--- src/rtl/tx_frame_scheduler_pkg.sv ---
// rtl/tx_frame_scheduler_pkg.sv - shared state encodings, requester indices and helpers for the TX frame scheduler
package tx_frame_scheduler_pkg;

    // One-hot scheduler states
    typedef enum logic [4:0] {
        S_IDLE    = 5'b00001,
        S_BUILD   = 5'b00010,
        S_RELEASE = 5'b00100,
        S_TX      = 5'b01000,
        S_WAIT    = 5'b10000
    } sched_state_e;

    // Builder slots on the request vector
    localparam int ARP_IDX  = 0;
    localparam int ICMP_IDX = 1;
    localparam int UDP_IDX  = 2;

    // Frame length width in bytes and RAM port b geometry
    localparam int LEN_W_DEF = 11;
    localparam int RAM_AW    = 10;
    localparam int RAM_DW    = 8;

    // Candidate index k positions after the last-served slot, wrapping at n
    function automatic int rr_next(input int last, input int k, input int n);
        return (last + k) % n;
    endfunction

endpackage

--- src/rtl/tx_frame_scheduler_rr_arbiter.sv ---
// rtl/tx_frame_scheduler_rr_arbiter.sv - combinational round-robin pick starting after the last-served index
module tx_frame_scheduler_rr_arbiter
    import tx_frame_scheduler_pkg::*;
#(
    parameter int N_REQ = 3,
    parameter int IDX_W = 2
) (
    input  logic [N_REQ-1:0] pending_i,
    input  logic [IDX_W-1:0] last_i,
    output logic [N_REQ-1:0] winner_o,
    output logic [IDX_W-1:0] idx_o,
    output logic             valid_o
);

    // Scan from the farthest candidate to the nearest so the nearest pending slot overwrites the rest
    always_comb begin
        winner_o = '0;
        idx_o    = '0;
        valid_o  = 1'b0;
        for (int k = N_REQ; k >= 1; k--) begin
            if (pending_i[IDX_W'(rr_next(int'(last_i), k, N_REQ))]) begin
                idx_o    = IDX_W'(rr_next(int'(last_i), k, N_REQ));
                winner_o = {{(N_REQ-1){1'b0}}, 1'b1} << idx_o;
                valid_o  = 1'b1;
            end
        end
    end

endmodule

--- src/rtl/tx_frame_scheduler.sv ---
// rtl/tx_frame_scheduler.sv - grants frame RAM port b to one builder at a time and hands finished frames to the TX engine; optional build watchdog under TX_SCHED_WATCHDOG_EN
module tx_frame_scheduler
    import tx_frame_scheduler_pkg::*;
#(
    parameter int N_REQ = 3,
`ifdef TX_SCHED_WATCHDOG_EN
    parameter int TIMEOUT_CYCLES = 1024,
`endif
    parameter int LEN_W = LEN_W_DEF
) (
    input  logic                      iDm9000aClk,
    input  logic                      iRst_n,
    input  logic [N_REQ-1:0]          iReq,
    input  logic [N_REQ*LEN_W-1:0]    iLen,
    output logic [N_REQ-1:0]          oRunStart,
    input  logic [N_REQ-1:0]          iRunEnd,
    input  logic [N_REQ-1:0]          iWren,
    input  logic [N_REQ*RAM_DW-1:0]   iData,
    input  logic [N_REQ*RAM_AW-1:0]   iAddr,
    output logic                      wren_b,
    output logic [RAM_DW-1:0]         data_b,
    output logic [RAM_AW-1:0]         address_b,
    output logic                      oTxStart,
    output logic [LEN_W-1:0]          oTxLen,
    input  logic                      iTxDone,
    output logic                      oBusy,
`ifdef TX_SCHED_WATCHDOG_EN
    output logic                      oBuildTimeout,
`endif
    output logic [N_REQ-1:0]          oGrant
);

    localparam int IDX_W = (N_REQ > 1) ? $clog2(N_REQ) : 1;

    sched_state_e       state_q;
    logic [N_REQ-1:0]   pending_q, pending_d;
    logic [IDX_W-1:0]   last_q;
    logic [IDX_W-1:0]   grant_idx_q;
    logic [N_REQ-1:0]   grant_q;
    logic [N_REQ-1:0]   run_q;
    logic               tx_start_q;
    logic [LEN_W-1:0]   tx_len_q;
    logic               busy_q;

    logic [N_REQ-1:0]   arb_winner;
    logic [IDX_W-1:0]   arb_idx;
    logic               arb_valid;

    logic [LEN_W-1:0]   len_arr  [N_REQ];
    logic [RAM_DW-1:0]  data_arr [N_REQ];
    logic [RAM_AW-1:0]  addr_arr [N_REQ];

`ifdef TX_SCHED_WATCHDOG_EN
    localparam int WD_W = (TIMEOUT_CYCLES > 2) ? $clog2(TIMEOUT_CYCLES) : 1;
    logic [WD_W-1:0]    wd_cnt_q;
    logic               timed_out_q;
    logic               timeout_pulse_q;
    assign oBuildTimeout = timeout_pulse_q;
`endif

    // Unpack the flat per-builder buses into indexable views
    for (genvar g = 0; g < N_REQ; g++) begin : g_unpack
        assign len_arr[g]  = iLen[g*LEN_W +: LEN_W];
        assign data_arr[g] = iData[g*RAM_DW +: RAM_DW];
        assign addr_arr[g] = iAddr[g*RAM_AW +: RAM_AW];
    end

    tx_frame_scheduler_rr_arbiter #(
        .N_REQ (N_REQ),
        .IDX_W (IDX_W)
    ) u_arb (
        .pending_i (pending_q),
        .last_i    (last_q),
        .winner_o  (arb_winner),
        .idx_o     (arb_idx),
        .valid_o   (arb_valid)
    );

    // New requests always land; the granted slot is cleared only in its grant cycle, and a fresh request wins
    always_comb begin
        pending_d = pending_q | iReq;
        if (state_q == S_IDLE && arb_valid) begin
            pending_d = (pending_q & ~arb_winner) | iReq;
        end
    end

    // Pending request register
    always_ff @(posedge iDm9000aClk or negedge iRst_n) begin
        if (!iRst_n) begin
            pending_q <= '0;
        end else begin
            pending_q <= pending_d;
        end
    end

    // Port b follows the owner only while it is building; otherwise held at zero so RAM cannot be disturbed
    always_comb begin
        wren_b    = 1'b0;
        data_b    = '0;
        address_b = '0;
        if (state_q == S_BUILD) begin
            wren_b    = iWren[grant_idx_q];
            data_b    = data_arr[grant_idx_q];
            address_b = addr_arr[grant_idx_q];
        end
    end

    // Scheduler FSM with registered grant, run-start, TX handshake and busy outputs
    always_ff @(posedge iDm9000aClk or negedge iRst_n) begin
        if (!iRst_n) begin
            state_q         <= S_IDLE;
            last_q          <= IDX_W'(N_REQ - 1);
            grant_idx_q     <= '0;
            grant_q         <= '0;
            run_q           <= '0;
            tx_start_q      <= 1'b0;
            tx_len_q        <= '0;
            busy_q          <= 1'b0;
`ifdef TX_SCHED_WATCHDOG_EN
            wd_cnt_q        <= '0;
            timed_out_q     <= 1'b0;
            timeout_pulse_q <= 1'b0;
`endif
        end else begin
            tx_start_q <= 1'b0;
`ifdef TX_SCHED_WATCHDOG_EN
            timeout_pulse_q <= 1'b0;
`endif
            case (state_q)
                S_IDLE: begin
                    if (arb_valid) begin
                        grant_idx_q <= arb_idx;
                        grant_q     <= arb_winner;
                        run_q       <= arb_winner;
                        tx_len_q    <= len_arr[arb_idx];
                        busy_q      <= 1'b1;
                        state_q     <= S_BUILD;
`ifdef TX_SCHED_WATCHDOG_EN
                        wd_cnt_q    <= '0;
                        timed_out_q <= 1'b0;
`endif
                    end
                end
                S_BUILD: begin
                    if (iRunEnd[grant_idx_q]) begin
                        run_q   <= '0;
                        state_q <= S_RELEASE;
                    end
`ifdef TX_SCHED_WATCHDOG_EN
                    else if (wd_cnt_q == WD_W'(TIMEOUT_CYCLES - 1)) begin
                        run_q           <= '0;
                        timed_out_q     <= 1'b1;
                        timeout_pulse_q <= 1'b1;
                        state_q         <= S_RELEASE;
                    end else begin
                        wd_cnt_q <= wd_cnt_q + 1'b1;
                    end
`endif
                end
                S_RELEASE: begin
`ifdef TX_SCHED_WATCHDOG_EN
                    if (tx_len_q == '0 || timed_out_q) begin
`else
                    if (tx_len_q == '0) begin
`endif
                        last_q  <= grant_idx_q;
                        grant_q <= '0;
                        busy_q  <= 1'b0;
                        state_q <= S_IDLE;
                    end else begin
                        tx_start_q <= 1'b1;
                        state_q    <= S_TX;
                    end
                end
                S_TX: begin
                    state_q <= S_WAIT;
                end
                S_WAIT: begin
                    if (iTxDone) begin
                        last_q  <= grant_idx_q;
                        grant_q <= '0;
                        busy_q  <= 1'b0;
                        state_q <= S_IDLE;
                    end
                end
                default: begin
                    grant_q <= '0;
                    run_q   <= '0;
                    busy_q  <= 1'b0;
                    state_q <= S_IDLE;
                end
            endcase
        end
    end

    assign oRunStart = run_q;
    assign oGrant    = grant_q;
    assign oTxStart  = tx_start_q;
    assign oTxLen    = tx_len_q;
    assign oBusy     = busy_q;

endmodule

--- config.mk ---
export PLATFORM = sky130hd
export DESIGN_NAME = tx_frame_scheduler
export DESIGN_NICKNAME = d
export VERILOG_FILES = /design/src/rtl/tx_frame_scheduler_pkg.sv /design/src/rtl/tx_frame_scheduler_rr_arbiter.sv /design/src/rtl/tx_frame_scheduler.sv
export SDC_FILE = /design/constraint.sdc
export NUM_CORES = 1
export LEC_CHECK = 0
export ABC_AREA = 1
export BUFFER_PORTS_ARGS = -buffer_cell sky130_fd_sc_hd__buf_4
export CAP_MARGIN = 10
export CORE_AREA = 2 2 96 98
export CTS_BUF_LIST = sky130_fd_sc_hd__clkbuf_16
export CTS_CLUSTER_DIAMETER = 120
export DETAILED_ROUTE_END_ITERATION = 7
export DIE_AREA = 0 0 98 100
export HOLD_SLACK_MARGIN = 0.12
export PLACE_DENSITY = 0.63
export SLEW_MARGIN = 10
export SYNTH_ARGS = -nofsm -noshare
export SYNTH_HDL_FRONTEND = slang
export SYNTH_SLANG_ARGS = --single-unit
export TNS_END_PERCENT = 1
--- constraint.sdc ---
create_clock -name iDm9000aClk -period 2.3 [get_ports iDm9000aClk]
set_input_delay 0.23 -clock iDm9000aClk [delete_from_list [all_inputs] [get_ports iDm9000aClk]]
set_output_delay 0.23 -clock iDm9000aClk [all_outputs]
set_load 0.05 [all_outputs]
Yosys cells after proc, flatten, opt, wreduce, memory -nomap -nowiden
Cells that the tools add are included.
{"block": "word_totals", "regBits": 31, "inputBits": 99, "output_inout_bits": 38, "word_cells": 106}
{"block": "op_classes", "add_sub_neg": 3, "div": 3, "n_lt_le_gt_ge": 6, "eq_ne": 9, "shift": 3, "mux": 55, "bitwise": 8, "reduce_logical": 10}
{"op": "modulo 32 x 3 -> 32 bit (second input constant)", "n": 3}
{"op": "two-way mux 10 bit", "n": 3}
{"op": "case mux 5 bit (5 select lines)", "n": 1}
{"op": "two-way mux 3 bit", "n": 8}
{"op": "two-way mux 8 bit", "n": 3}
{"op": "binary-select mux 11 bit (select 2 bit)", "n": 1}
{"op": "two-way mux 11 bit", "n": 2}
{"op": "binary-select mux 10 bit (select 2 bit)", "n": 1}
{"op": "two-way mux 1 bit", "n": 17}
{"op": "binary-select mux 8 bit (select 2 bit)", "n": 1}
{"op": "two-way mux 5 bit", "n": 3}
{"op": "< comparator 2 x 4 -> 1 bit (second input constant)", "n": 3}
{"op": "case mux 3 bit (4 select lines)", "n": 1}
{"op": "zero test 11 bit", "n": 1}
{"op": "binary-select mux 1 bit (select 2 bit)", "n": 5}
{"op": "two-way mux 2 bit", "n": 5}
{"op": "case mux 3 bit (3 select lines)", "n": 1}
{"op": "AND reduction 3 bit", "n": 3}
{"op": "<< shifter 1 x 2 -> 3 bit (first input constant)", "n": 3}
{"op": "adder 2 x 2 -> 3 bit (second input constant)", "n": 2}
{"op": ">= comparator 3 bit (second input constant)", "n": 2}
{"op": "!= test 2 bit (second input constant)", "n": 3}
{"op": "inverter 2 -> 3 bit", "n": 2}
{"op": "OR 3 bit", "n": 2}
{"op": "other kinds (20)", "n": 21}

Longest topological paths before layout
{"block": "logic_depth", "depth_word": 12, "depth_mapped": 14, "ltp_nobuf": 14}

Hierarchy
Synthesis repeated with hierarchy kept, for this count alone.
{"block": "unflattened", "cells_unflattened": 361, "area_unflattened_um2": 2321.0}
{"module": "tx_frame_scheduler", "n_inst": 1, "cells_per_inst": 309, "area_per_inst_um2": 2052.0, "seq_area_each_um2": 778.2}
{"module": "tx_frame_scheduler_rr_arbiter", "n_inst": 1, "cells_per_inst": 52, "area_per_inst_um2": 269.0, "seq_area_each_um2": 0.0}

Worst setup path after synthesis
Ideal clock, no wire load.
{"block": "synth_path", "path_type": "reg2out", "from": "register grant_idx_q[0]", "to": "output port address_b[6]", "t_arrival_ps": 1832, "slack_ps": 238, "path_stages_with_launch": 6, "path_buffers": 2, "path_cell_list": "dfrtp_1 -> nor2_1 -> buf_2 -> clkbuf_1 -> nand2_1 -> a21oi_1"}
{"block": "synth_between", "elab_chain_cells": 5}
{"element": "start, declared", "line_no": "tx_frame_scheduler.sv:38", "source": "logic [IDX_W-1:0] grant_idx_q;"}
{"element": "start signal, assigned", "line_no": "tx_frame_scheduler.sv:132", "source": "grant_idx_q <= arb_idx;"}
{"element": "inverter 2 -> 3 bit (not written as such)", "line_no": "tx_frame_scheduler.sv:104", "source": "address_b = addr_arr[grant_idx_q];"}
{"element": "binary-select mux 10 bit (select 2 bit)", "line_no": "tx_frame_scheduler.sv:104"}
{"element": "two-way mux 10 bit (not written as such) (2 in series)", "line_no": "tx_frame_scheduler.sv:104"}
{"element": "two-way mux 10 bit", "line_no": "tx_frame_scheduler.sv:101", "source": "if (state_q == S_BUILD) begin"}
{"element": "end, declared", "line_no": "tx_frame_scheduler.sv:22", "source": "output logic [RAM_AW-1:0] address_b,"}
No other way between the ends. The select of a mux whose other input is x is not followed.

Worst setup path in the final report
{"block": "layout_path", "from": "register last_q[0]", "to": "register tx_len_q[2] (netlist: oTxLen[2])"}
{"block": "layout_between", "elab_chain_cells": 12}
{"element": "start, declared", "line_no": "tx_frame_scheduler.sv:37", "source": "logic [IDX_W-1:0] last_q;"}
{"element": "start signal, assigned", "line_no": "tx_frame_scheduler.sv:112", "source": "last_q <= IDX_W'(N_REQ - 1);"}
{"element": "start signal, assigned", "line_no": "tx_frame_scheduler.sv:166", "source": "last_q <= grant_idx_q;"}
{"element": "start signal, assigned", "line_no": "tx_frame_scheduler.sv:180", "source": "last_q <= grant_idx_q;"}
{"element": "adder 2 x 2 -> 3 bit", "line_no": "tx_frame_scheduler_pkg.sv:25", "source": "return (last + k) % n;"}
{"element": "modulo 32 x 3 -> 32 bit", "line_no": "tx_frame_scheduler_pkg.sv:25"}
{"element": "binary-select mux 1 bit (select 2 bit)", "line_no": "tx_frame_scheduler_rr_arbiter.sv:21", "source": "if (pending_i[IDX_W'(rr_next(int'(last_i), k, N_REQ))]) begin"}
{"element": "two-way mux 1 bit (not written as such) (2 in series)", "line_no": "tx_frame_scheduler_rr_arbiter.sv:21"}
{"element": "two-way mux 2 bit (3 in series)", "line_no": "tx_frame_scheduler_rr_arbiter.sv:21"}
{"element": "inverter 2 -> 3 bit (not written as such)", "line_no": "tx_frame_scheduler.sv:135", "source": "tx_len_q <= len_arr[arb_idx];"}
{"element": "binary-select mux 11 bit (select 2 bit)", "line_no": "tx_frame_scheduler.sv:135"}
{"element": "two-way mux 11 bit (not written as such) (2 in series)", "line_no": "tx_frame_scheduler.sv:135"}
{"element": "end signal, assigned", "line_no": "tx_frame_scheduler.sv:135"}
{"element": "end, declared", "line_no": "tx_frame_scheduler.sv:42", "source": "logic [LEN_W-1:0] tx_len_q;"}
Parallel ways exist; a longest one is shown, timed or not. The select of a mux whose other input is x is not followed.
A chain may end at the register's enable or synchronous reset.

==> metrics.txt <==
root buffer cell=clkbuf_16; Clk pwr share=10.2%; antenna violations before repair=0; insertion delay to the later sink of the worst-skew pair=0.28 ns; Synth cell types=26; CTS tree=yes; Hold WC Path Type=primary input to register; startpoint types=register; drt first pass iters=4; Avg Inst Size Synth=6.170 um^2; top cells by area, synth=dfrtp_1 (30%), nand2_1 (14%), nor2_1 (9.9%); crit-path leading delay family=simple AND/OR/NAND/NOR gates; first-pass GRT wire length=approximately 13000 um; Syn Nets=between 400 and 500; Nets=~630; die extent in x=slightly below 100 um; post-DR vias/cell=4.661; final core occ=a little over two fifths; tightest hold margin=0.1333 ns; Setup Viol. Count Final=0; Iteration-0 DRC Markers=about 110; final slew viol count=0; DP Wirelength=about 6000 um; GRT Max-Usage Layer=met2; start-to-end type of the worst setup path=register to register; Worst Tran Pin Value=around 0.43 ns; Flop pwr share=16.3%; grt ovf=0; Yosys top cell by area=dfrtp_1; worst path cell trace=inv_1 -> ha_2 -> inv_2 -> nand2_1 -> nand3_2 -> nand2_4 -> inv_2 -> nand2_2 -> buf_4 -> nand4_1 -> nand2_1 -> inv_1 -> a21oi_1; Net Sw Power=roughly 0.0034 W; vias in the first global route=between 2000 and 3000; final hold vios=0; data required time of the worst path=2.50 ns; Buf+Inv Stages, Crit Path=5; Yosys reg bits=31; min Tclk post-route=between 2 and 2.5 ns; GRT Total Usage=between 10% and 20%; Synth warnings=0; post-synth top area share=between 30% and 40%; die height=100 um; post-synthesis sequential area ratio=approximately a third; setup_tns=0 ns; critical path capture point type=register; Vias=2988; clk buf depth=2; CTS Buf Count=5; Area Overhead vs Synth=55.20%; final WL=8047 um; Final Skew=0.006550 ns; share of cells above drive strength 1=32.26%; Post-synth EDFFs=0; port bufs=approximately 140; core area=0.008890 mm^2; critical path's largest stage delay=between 0.4 and 0.5 ns; Placer Congestion=about 0.90; status=completed; DR WL/cell=around 13 um; cells after synthesis=between 300 and 400; main flop type after synthesis=dfrtp_1; Comb power frac=about 74%; Worst path slowest cell=ha_2; Final period util=between 90 and 100%; met1 global-route usage=about a fifth; Synth Cell Area=0.002419 mm^2; CTS H-tree depth=2; R2R Setup Slk=about 0.17 ns; initial core utilization=a little over a quarter; worst-path fanout max=13; DRT antenna net count=0; worst relative slew slack=a little under three quarters; asr flop ratio synth=100.0%; Internal=between 0.002 and 0.003 W; Ports=between 100 and 150; Reg clk slew, reported paths=0.05 ns; Pleak=between 2 and 2.5 nW; Residual DRC=0; CP arrival=between 2 and 2.5 ns; met3 usage=2.716%; M2 GR Usage=28.08%; pwr dens=1621 mW/mm^2; diode count=0; die area=roughly 0.0098 mm^2; largest net degree at the start of global routing=32; Cell Rows=35; Fmax achieved=around 470 MHz; switching share of power=55.63%; clk sinks=31; worst vdd ir=921.2 uV; total of fill cells in the finished design=between 900 and 1000; max-cap viol count=0
## metal layers
layer	vias to the layer above	share of wire (%)
met2	104	51
met1	1354	42
met3	10	6.0
li1	1520	-
met5	-	0
met4	0	1.3
## layout make-up
class / instances / area, um^2 / share of cell area [%]
timing repair buffer: 149 / 1146 / 30.53
clock inverter: 3 / 15.01 / 0.4000
tap: 111 / 138.9 / 3.700
multi-input combinational: 282 / 1323 / 35.23
clock buffer: 5 / 125.1 / 3.333
inverter: 60 / 227.7 / 6.067
sequential: 31 / 778.2 / 20.73
## power groups by stage
| stage | registers, W | clock network [W] | logic, W |
|---|---|---|---|
| CTS | 0.000991 | 0.000635 | 0.00436 |
| detailed placement | 0.000998 | 0 | 0.00433 |
| global placement | 0.000999 | 0 | 0.00425 |
| finish | 0.000990 | 0.000623 | 0.00447 |
| floorplan | 0.00142 | 0 | 0.00277 |
| global route | 0.00103 | 0.000655 | 0.00495 |
## kinds of logic (layout without fill, tap and decap cells)
logic type / Yosys count / after routing / synth area share [%]
AND/OR/NAND/NOR: 213 / 213 / 38.08
adder cells (fa/ha/maj): 4 / 4 / 2.069
buffers and inverters: 79 / 217 / 13.61
flip-flops: 31 / 31 / 32.18
AO/OA/AOI/OAI: 65 / 65 / 14.07
## cell usage in the layout (no fill, tap or decap), types with 5 or more instances in the layout
cell,count
nor2_1,64
inv_1,56
nand4_1,17
buf_4,146
dfrtp_1,29
o21ai_0,27
nand3_1,35
a21oi_1,31
nand2_1,89
clkbuf_16,5
## per-stage QoR
stage	total power, W	instance area, um^2	setup slack, ns	cells
2_1_floorplan	0.004189	2419	0.2379	392
3_3_place_gp	0.005253	3562	0.2022	630
3_5_place_dp	0.005331	3562	0.1136	630
4_1_cts	0.005987	3712	0.07255	639
5_1_grt	0.006631	3754	-0.01568	641
6_report	0.006083	3754	0.1715	641
## cell usage after synthesis, types with 2 or more instances
cell type	number
nand2_1	89
nor2_1	64
inv_1	56
nand3_1	35
a21oi_1	31
dfrtp_1	29
o21ai_0	27
nand4_1	17
clkbuf_1	7
buf_2	5
buf_4	5
ha_1	4
inv_2	4
nand2_2	3
a21o_1	2
dfstp_2	2
nand2_4	2
o21ai_1	2
## worst register-to-register path: stages, from the launching register on
cell     delay, ns
dfrtp_1       0.39
inv_1         0.09
ha_2          0.41
inv_2         0.06
nand2_1       0.09
nand3_2       0.10
nand2_4       0.12
inv_2         0.06
nand2_2       0.16
buf_4         0.23
nand4_1       0.11
nand2_1       0.06
inv_1         0.04
a21oi_1       0.13
## registers in the layout, indices dropped and copies added (netlist names)
signal       count
last_q           2
oTxLen          11
oGrant           3
pending_q        3
state_q          5
oBusy            1
oRunStart        3
grant_idx_q      2
oTxStart         1
## repair_timing
item	in CTS	in global routing
hold buffers	1	0
resized for setup	0	5
endpoints found under the hold margin	29	0
setup buffers	0	2
setup endpoints to repair	0	12
## path summary, 6_finish.rpt
check	from	end	cells after the start
max	last_q[0]	oTxLen[2]	13
min	iReq[1]	pending_q[1]	2
max reg2reg	last_q[0]	oTxLen[2]	13
min reg2reg	oRunStart[0]	oRunStart[0]	2
max in group asynchronous	iRst_n	last_q[1]	2
min in group asynchronous	iRst_n	pending_q[0]	2
Note: power is estimated with default switching activity, not from simulation.
